### config.mk
export PLATFORM = sky130hd
export DESIGN_NAME = nibble_serial_adder
export DESIGN_NICKNAME = d
export VERILOG_FILES = /design/src/rtl/adder_pkg.sv /design/src/rtl/nibble_rca4.sv /design/src/rtl/nibble_serial_adder.sv
export SDC_FILE = /design/constraint.sdc
export NUM_CORES = 1
export LEC_CHECK = 0
export ABC_AREA = 1
export CORE_ASPECT_RATIO = 0.8
export CORE_MARGIN = 3
export CORE_UTILIZATION = 31
export DETAILED_ROUTE_END_ITERATION = 8
export GPL_TIMING_DRIVEN = 0
export HOLD_SLACK_MARGIN = 0.1
export PLACE_DENSITY = 0.68
export SLEW_MARGIN = 20
export SYNTH_ARGS = -nofsm -noshare
export SYNTH_HDL_FRONTEND = slang
export SYNTH_SLANG_ARGS = --single-unit
### constraint.sdc
create_clock -name clk -period 6.2 [get_ports clk]
set_input_delay 1.55 -clock clk [delete_from_list [all_inputs] [get_ports clk]]
set_output_delay 1.55 -clock clk [all_outputs]
set_load 0.01 [all_outputs]
### src/rtl/adder_pkg.sv
// Shared widths and controller state for the nibble-serial adder.
package adder_pkg;
  localparam int NIBBLE_W = 4;
  localparam int IDX_W    = 4;

  typedef enum logic {
    IDLE = 1'b0,
    MID  = 1'b1
  } state_t;
endpackage

### src/rtl/nibble_rca4.sv
// 4-bit ripple-carry adder core built from four full-adder cells.
// Purely combinational; no handshake of its own.
module nibble_rca4
  import adder_pkg::*;
(
  input  logic [NIBBLE_W-1:0] a,
  input  logic [NIBBLE_W-1:0] b,
  input  logic                cin,
  output logic [NIBBLE_W-1:0] sum,
  output logic                cout
);

  logic [NIBBLE_W:0] c;

  assign c[0] = cin;

  for (genvar i = 0; i < NIBBLE_W; i++) begin : g_fa
    assign sum[i]  = a[i] ^ b[i] ^ c[i];
    assign c[i+1]  = (a[i] & b[i]) | (c[i] & (a[i] ^ b[i]));
  end

  assign cout = c[NIBBLE_W];

endmodule

### src/rtl/nibble_serial_adder.sv
// Multi-precision adder streaming LS-first nibble pairs with a registered inter-beat carry.
// Latency 1 cycle, one beat per cycle.
// Single-entry output register; in_ready drops while a result is held and not taken.
module nibble_serial_adder
  import adder_pkg::*;
#(
  parameter int MAX_BEATS = 8
) (
  input  logic                clk,
  input  logic                rst_n,
  input  logic                in_valid,
  output logic                in_ready,
  input  logic [NIBBLE_W-1:0] in_a,
  input  logic [NIBBLE_W-1:0] in_b,
  input  logic                in_cin,
  input  logic                in_last,
  output logic                out_valid,
  input  logic                out_ready,
  output logic [NIBBLE_W-1:0] out_sum,
  output logic                out_cout,
  output logic                out_last,
  output logic [IDX_W-1:0]    out_idx,
  output logic                len_err
);

  state_t              state;
  logic                carry_q;
  logic [IDX_W-1:0]    beat_cnt;

  logic                accept;
  logic                core_cin;
  logic [NIBBLE_W-1:0] core_sum;
  logic                core_cout;
  logic                force_end;
  logic                word_end;

  assign in_ready  = !out_valid || out_ready;
  assign accept    = in_valid && in_ready;
  assign core_cin  = (state == IDLE) ? in_cin : carry_q;
  assign force_end = (beat_cnt == IDX_W'(MAX_BEATS - 1));
  assign word_end  = in_last || force_end;

  nibble_rca4 u_core (
    .a    (in_a),
    .b    (in_b),
    .cin  (core_cin),
    .sum  (core_sum),
    .cout (core_cout)
  );

  always_ff @(posedge clk or negedge rst_n) begin
    if (!rst_n) begin
      state     <= IDLE;
      carry_q   <= 1'b0;
      beat_cnt  <= '0;
      out_valid <= 1'b0;
      out_sum   <= '0;
      out_cout  <= 1'b0;
      out_last  <= 1'b0;
      out_idx   <= '0;
      len_err   <= 1'b0;
    end else if (accept) begin
      out_valid <= 1'b1;
      out_sum   <= core_sum;
      out_cout  <= core_cout;
      out_idx   <= beat_cnt;
      out_last  <= word_end;
      if (force_end && !in_last)
        len_err <= 1'b1;
      // Closing a word always clears the carry so it cannot bleed into the next one.
      if (word_end) begin
        state    <= IDLE;
        carry_q  <= 1'b0;
        beat_cnt <= '0;
      end else begin
        state    <= MID;
        carry_q  <= core_cout;
        beat_cnt <= beat_cnt + 1'b1;
      end
    end else if (out_ready) begin
      out_valid <= 1'b0;
    end
  end

endmodule
# Word-level counts from Yosys, hierarchy flattened
# Cells that the tools add are included.
[totals]
in_bits = 14
elab_cells = 45
ff_bits = 18
[classes]
n_eq_ne = 1
muxes = 6
bitwise_logic = 20
addsub = 1
n_reduce_logical = 8
[ops]
columns = ["op", "n"]
rows = [
  ["1-bit bitwise AND", 8],
  ["1-bit bitwise XOR", 8],
  ["1-bit two-way mux", 5],
  ["4-bit by 1-bit adder with 4-bit output (second input constant)", 1],
  ["4-bit by 3-bit == test with 1-bit output (second input constant)", 1],
  ["4-bit two-way mux", 1],
  ["1-bit OR", 4],
  ["1-bit logical AND", 2],
  ["1-bit zero test", 2],
  ["1-bit logical OR", 2],
  ["2-bit AND reduction", 1],
  ["2-bit nonzero test", 1],
]

# Logic depth before layout (Yosys ltp)
[depth]
depth_word = 10
ltp_mapped = 11
depth_no_buf = 11

# Modules after synthesis
# A second synthesis with hierarchy kept.
[hier_totals]
cells_unflattened = 98
hier_area_um2 = 889.6
[by_module_without_submodules]
columns = ["mod", "n_inst", "area_per_inst_um2", "cells_per_inst"]
rows = [
  ["nibble_serial_adder", 1, 772.0, 84],
  ["nibble_rca4", 1, 117.6, 14],
]

# Least setup slack after synthesis
# Ideal clock, no wire load.
[synth_timing]
path_type = "input to register"
startpoint = "in in_cin"
endpoint = "reg out_sum[3]"
setup_slack_ps = 2769
cell_stages = 9
t_arrival_ps = 3357
n_path_buf = 0
required_time_ps = 6126
setup_time_ps = 74
path_cell_list = "mux2_2 -> fa_1 -> inv_1 -> fa_1 -> inv_1 -> fa_1 -> inv_1 -> fa_1 -> o21ai_2"
[synth_via]
elab_chain_len = 8
[synth_rtl]
columns = ["element", "line_no", "text"]
rows = [
  ["start: declaration", "nibble_serial_adder.sv:15", "input logic in_cin,"],
  ["1-bit two-way mux", "nibble_serial_adder.sv:39", "assign core_cin = (state == IDLE) ? in_cin : carry_q;"],
  ["1-bit bitwise AND", "nibble_rca4.sv:19", "assign c[i+1] = (a[i] & b[i]) | (c[i] & (a[i] ^ b[i]));"],
  ["1-bit OR", "nibble_rca4.sv:19", ""],
  ["1-bit bitwise AND", "nibble_rca4.sv:19", ""],
  ["1-bit OR", "nibble_rca4.sv:19", ""],
  ["1-bit bitwise AND", "nibble_rca4.sv:19", ""],
  ["1-bit OR", "nibble_rca4.sv:19", ""],
  ["1-bit bitwise XOR", "nibble_rca4.sv:18", "assign sum[i] = a[i] ^ b[i] ^ c[i];"],
  ["end signal: assignment", "nibble_serial_adder.sv:64", "out_sum <= core_sum;"],
  ["end: declaration", "nibble_serial_adder.sv:19", "output logic [NIBBLE_W-1:0] out_sum,"],
]
# Every way passes these cells.
# A chain may end at the register's enable or synchronous reset.

# Worst setup path in the final report
[layout_timing]
startpoint = "in out_ready"
endpoint = "out in_ready"
[layout_via]
elab_chain_len = 1
[layout_rtl]
columns = ["element", "line_no", "text"]
rows = [
  ["start: declaration", "nibble_serial_adder.sv:18", "input logic out_ready,"],
  ["1-bit logical OR", "nibble_serial_adder.sv:37", "assign in_ready = !out_valid || out_ready;"],
  ["end: declaration", "nibble_serial_adder.sv:12", "output logic in_ready,"],
]
# Every way passes these cells.

==> impl_metrics.tcl <==
set metrics [dict create \
    status "completed" \
    via_per_inst 4.316 \
    rsz0062_at_grt "false" \
    critPathKind "input port to output pin" \
    synth_warnings 0 \
    nets 143 \
    syn2layout_area_growth_pct 36.24 \
    core-area_sq_um 2603 \
    max_freq_mhz 234.4 \
    avgRoutedWirePerCell_um 11.41 \
    cts-buffers-inserted 3 \
    grt_pass1_vias 641 \
    hold_violations 0 \
    setup_tns_ns 0 \
    slew_violations 0 \
    synthCells 93 \
    grt_max_degree 19 \
    crit_buf_inv 3 \
    instances_no_fill 158 \
    drt_pass1_iterations 4 \
    yosysUniqueCellTypes 19 \
    powerDensity_nw_per_um2 232.6 \
    grt_antenna_before_repair 0 \
    vdd_drop_max_uv 173.1 \
    max_slew_margin_pct 46.54 \
    grt_util_all_layers_pct 11.61 \
    post_cts_buffers 0 \
    finalWorstSetupSlack_ns 1.935 \
    crit_chain "clkdlybuf4s50_1, inv_1, nand2_2, clkdlybuf4s50_1" \
    cts_tree "yes" \
    hpwl_um 1387 \
    drive_above_1_share_pct 13.93 \
    fill_cells 263 \
    crit_top_cell "clkdlybuf4s50_1" \
    worst_path_max_delay_cell "clkdlybuf4s50_1" \
    insertion_delay_ns 0.29 \
    post_cts_resized 0 \
    avgSynthCellArea_sq_um 9.727 \
    clk_path_buf_depth 2 \
    period_minus_slack_ns 4.265 \
    drt_iter0_markers 38 \
    io_buffer_count 26 \
    dp_cells 155 \
    startpoint_type "input port" \
    num_vias 682 \
    cp_data_arrival_time_ns 2.72 \
    gp_congestion 0.7652 \
    cp_data_required_time_ns 4.65 \
    finalCritPeriodShare_pct 68.80 \
    leakagePower_nw 0.5929 \
    min_path_type "flip-flop to flip-flop" \
    grt_overflow 0 \
    final_common_cell "nand2_1" \
    multi_input_area_sq_um 382.9 \
    die_y_um 54.32 \
    start_util_pct 34.76 \
    drc 0 \
    routed_wl_um 1803 \
    ios 27 \
    worst_path_largest_cell_delay_ns 0.54 \
    cp-end-kind "output pin" \
    antenna_cells 0 \
    synth-seq-cells 18 \
    register_area_sq_um 450.4 \
    root_buffer "clkbuf_4" \
    synthesis.nets 112 \
    clkSinkCount 18 \
    synthesis.area_sq_um 904.6 \
    ctsHoldBuffers 0 \
    dieArea_sq_um 3606 \
    htree_levels 1 \
    mostFrequentLayoutCells "33 x nand2_1, 26 x clkdlybuf4s50_1, 18 x dfrtp_1" \
    fin_skew_ns 0.005907 \
    setup_viol 0 \
    place_ws_ns 1.932 \
    clk_pin_slew_ns 0.09 \
    grt_pass1_wl_um 3001 \
    ant_nets 0 \
    worst_pin_slew_ns 0.7993 \
    path_max_fanout 3 \
    path_delay_family "buffers and inverters" \
    maxCapViolCount 0 \
    ys_seq_area_share_pct 49.79 \
    ff2ff_setup_slack_ns 3.81 \
    rows 16 \
    die_w_um 66.40 \
]
Yosys cell counts (all sizes together):
cell	count	share of area, %
xnor2	1	0.97
fa	4	8.9
mux2	1	1.2
nand4	1	0.69
inv	13	5.4
nand3	3	2.2
ha	1	1.4
nand2	36	16
nor2	3	1.5
a21oi	1	1.8
o21ai	8	6.1
buf	2	2.5
o21bai	1	1.2
dfrtp	18	50
final cells by class:
type	count	share of cell area (%)
plain buffers	2	1.827
clock buffers	3	1.827
well taps	36	3.655
flip-flops and latches	18	36.55
repair buffers	26	21.12
inverters	13	3.959
multi-input cells	60	31.07
registers in the layout, summed over array words and instances, names as in the netlist:
register / count
out_valid: 1
len_err: 1
out_sum: 4
beat_cnt: 4
state: 1
carry_q: 1
out_last: 1
out_idx: 4
out_cout: 1
routing by layer:
| metal | up-vias | wire [um] | global-route usage (%) |
|---|---|---|---|
| met5 | - | 0 | 0 |
| met4 | 0 | 10 | 3.041 |
| met3 | 2 | 104 | 4.517 |
| met2 | 22 | 828 | 18.45 |
| met1 | 313 | 860 | 14.89 |
| li1 | 345 | - | - |
cells by family after synthesis:
kind of cell             after synthesis  synth area share, %
multiplexers                           1                1.245
adder cells (fa/ha/maj)                5                10.24
AO/OA/AOI/OAI                         10                9.129
XOR/XNOR                               1               0.9684
buffers and inverters                 15                7.884
flip-flops                            18                49.79
AND/OR/NAND/NOR                       43                20.75
through the flow:
stage	power (mW)	util, %	instance area, sq um	hold slack [ns]
4_1_cts	0.2905	47.36	1232	0.4947
2_1_floorplan	0.1880	-	904.6	0.4434
3_3_place_gp	0.2313	46.49	1210	0.4654
5_1_grt	0.3069	47.36	1232	0.5312
3_5_place_dp	0.2339	46.49	1210	0.4646
6_report	0.2867	47.36	1232	0.4910
worst min-delay path, delay by kind of cell (launching register included):
family,cells,cell delay [ns]
simple gates,2,0.11
flops,1,0.35
worst paths after layout:
check                                        from  depth (start not counted)                endpoint
max in group asynchronous                   rst_n                          1  out_idx[1]$_DFFE_PN0P_
max                                     out_ready                          4                in_ready
min                        out_sum[2]$_DFFE_PN0P_                          2  out_sum[2]$_DFFE_PN0P_
min reg2reg                out_sum[2]$_DFFE_PN0P_                          2  out_sum[2]$_DFFE_PN0P_
min in group asynchronous                   rst_n                          1       state$_DFFE_PN0P_
max reg2reg                     state$_DFFE_PN0P_                          9  out_sum[3]$_DFFE_PN0P_
power breakdown:
group / internal (mW) / switching (mW) / leakage, nW
combinational: 0.0458 / 0.0375 / 0.350
clock: 0.0226 / 0.0336 / 0.0138
sequential: 0.134 / 0.0130 / 0.229
total: 0.203 / 0.0842 / 0.593
No activity file was read; power rests on OpenSTA's default activity.
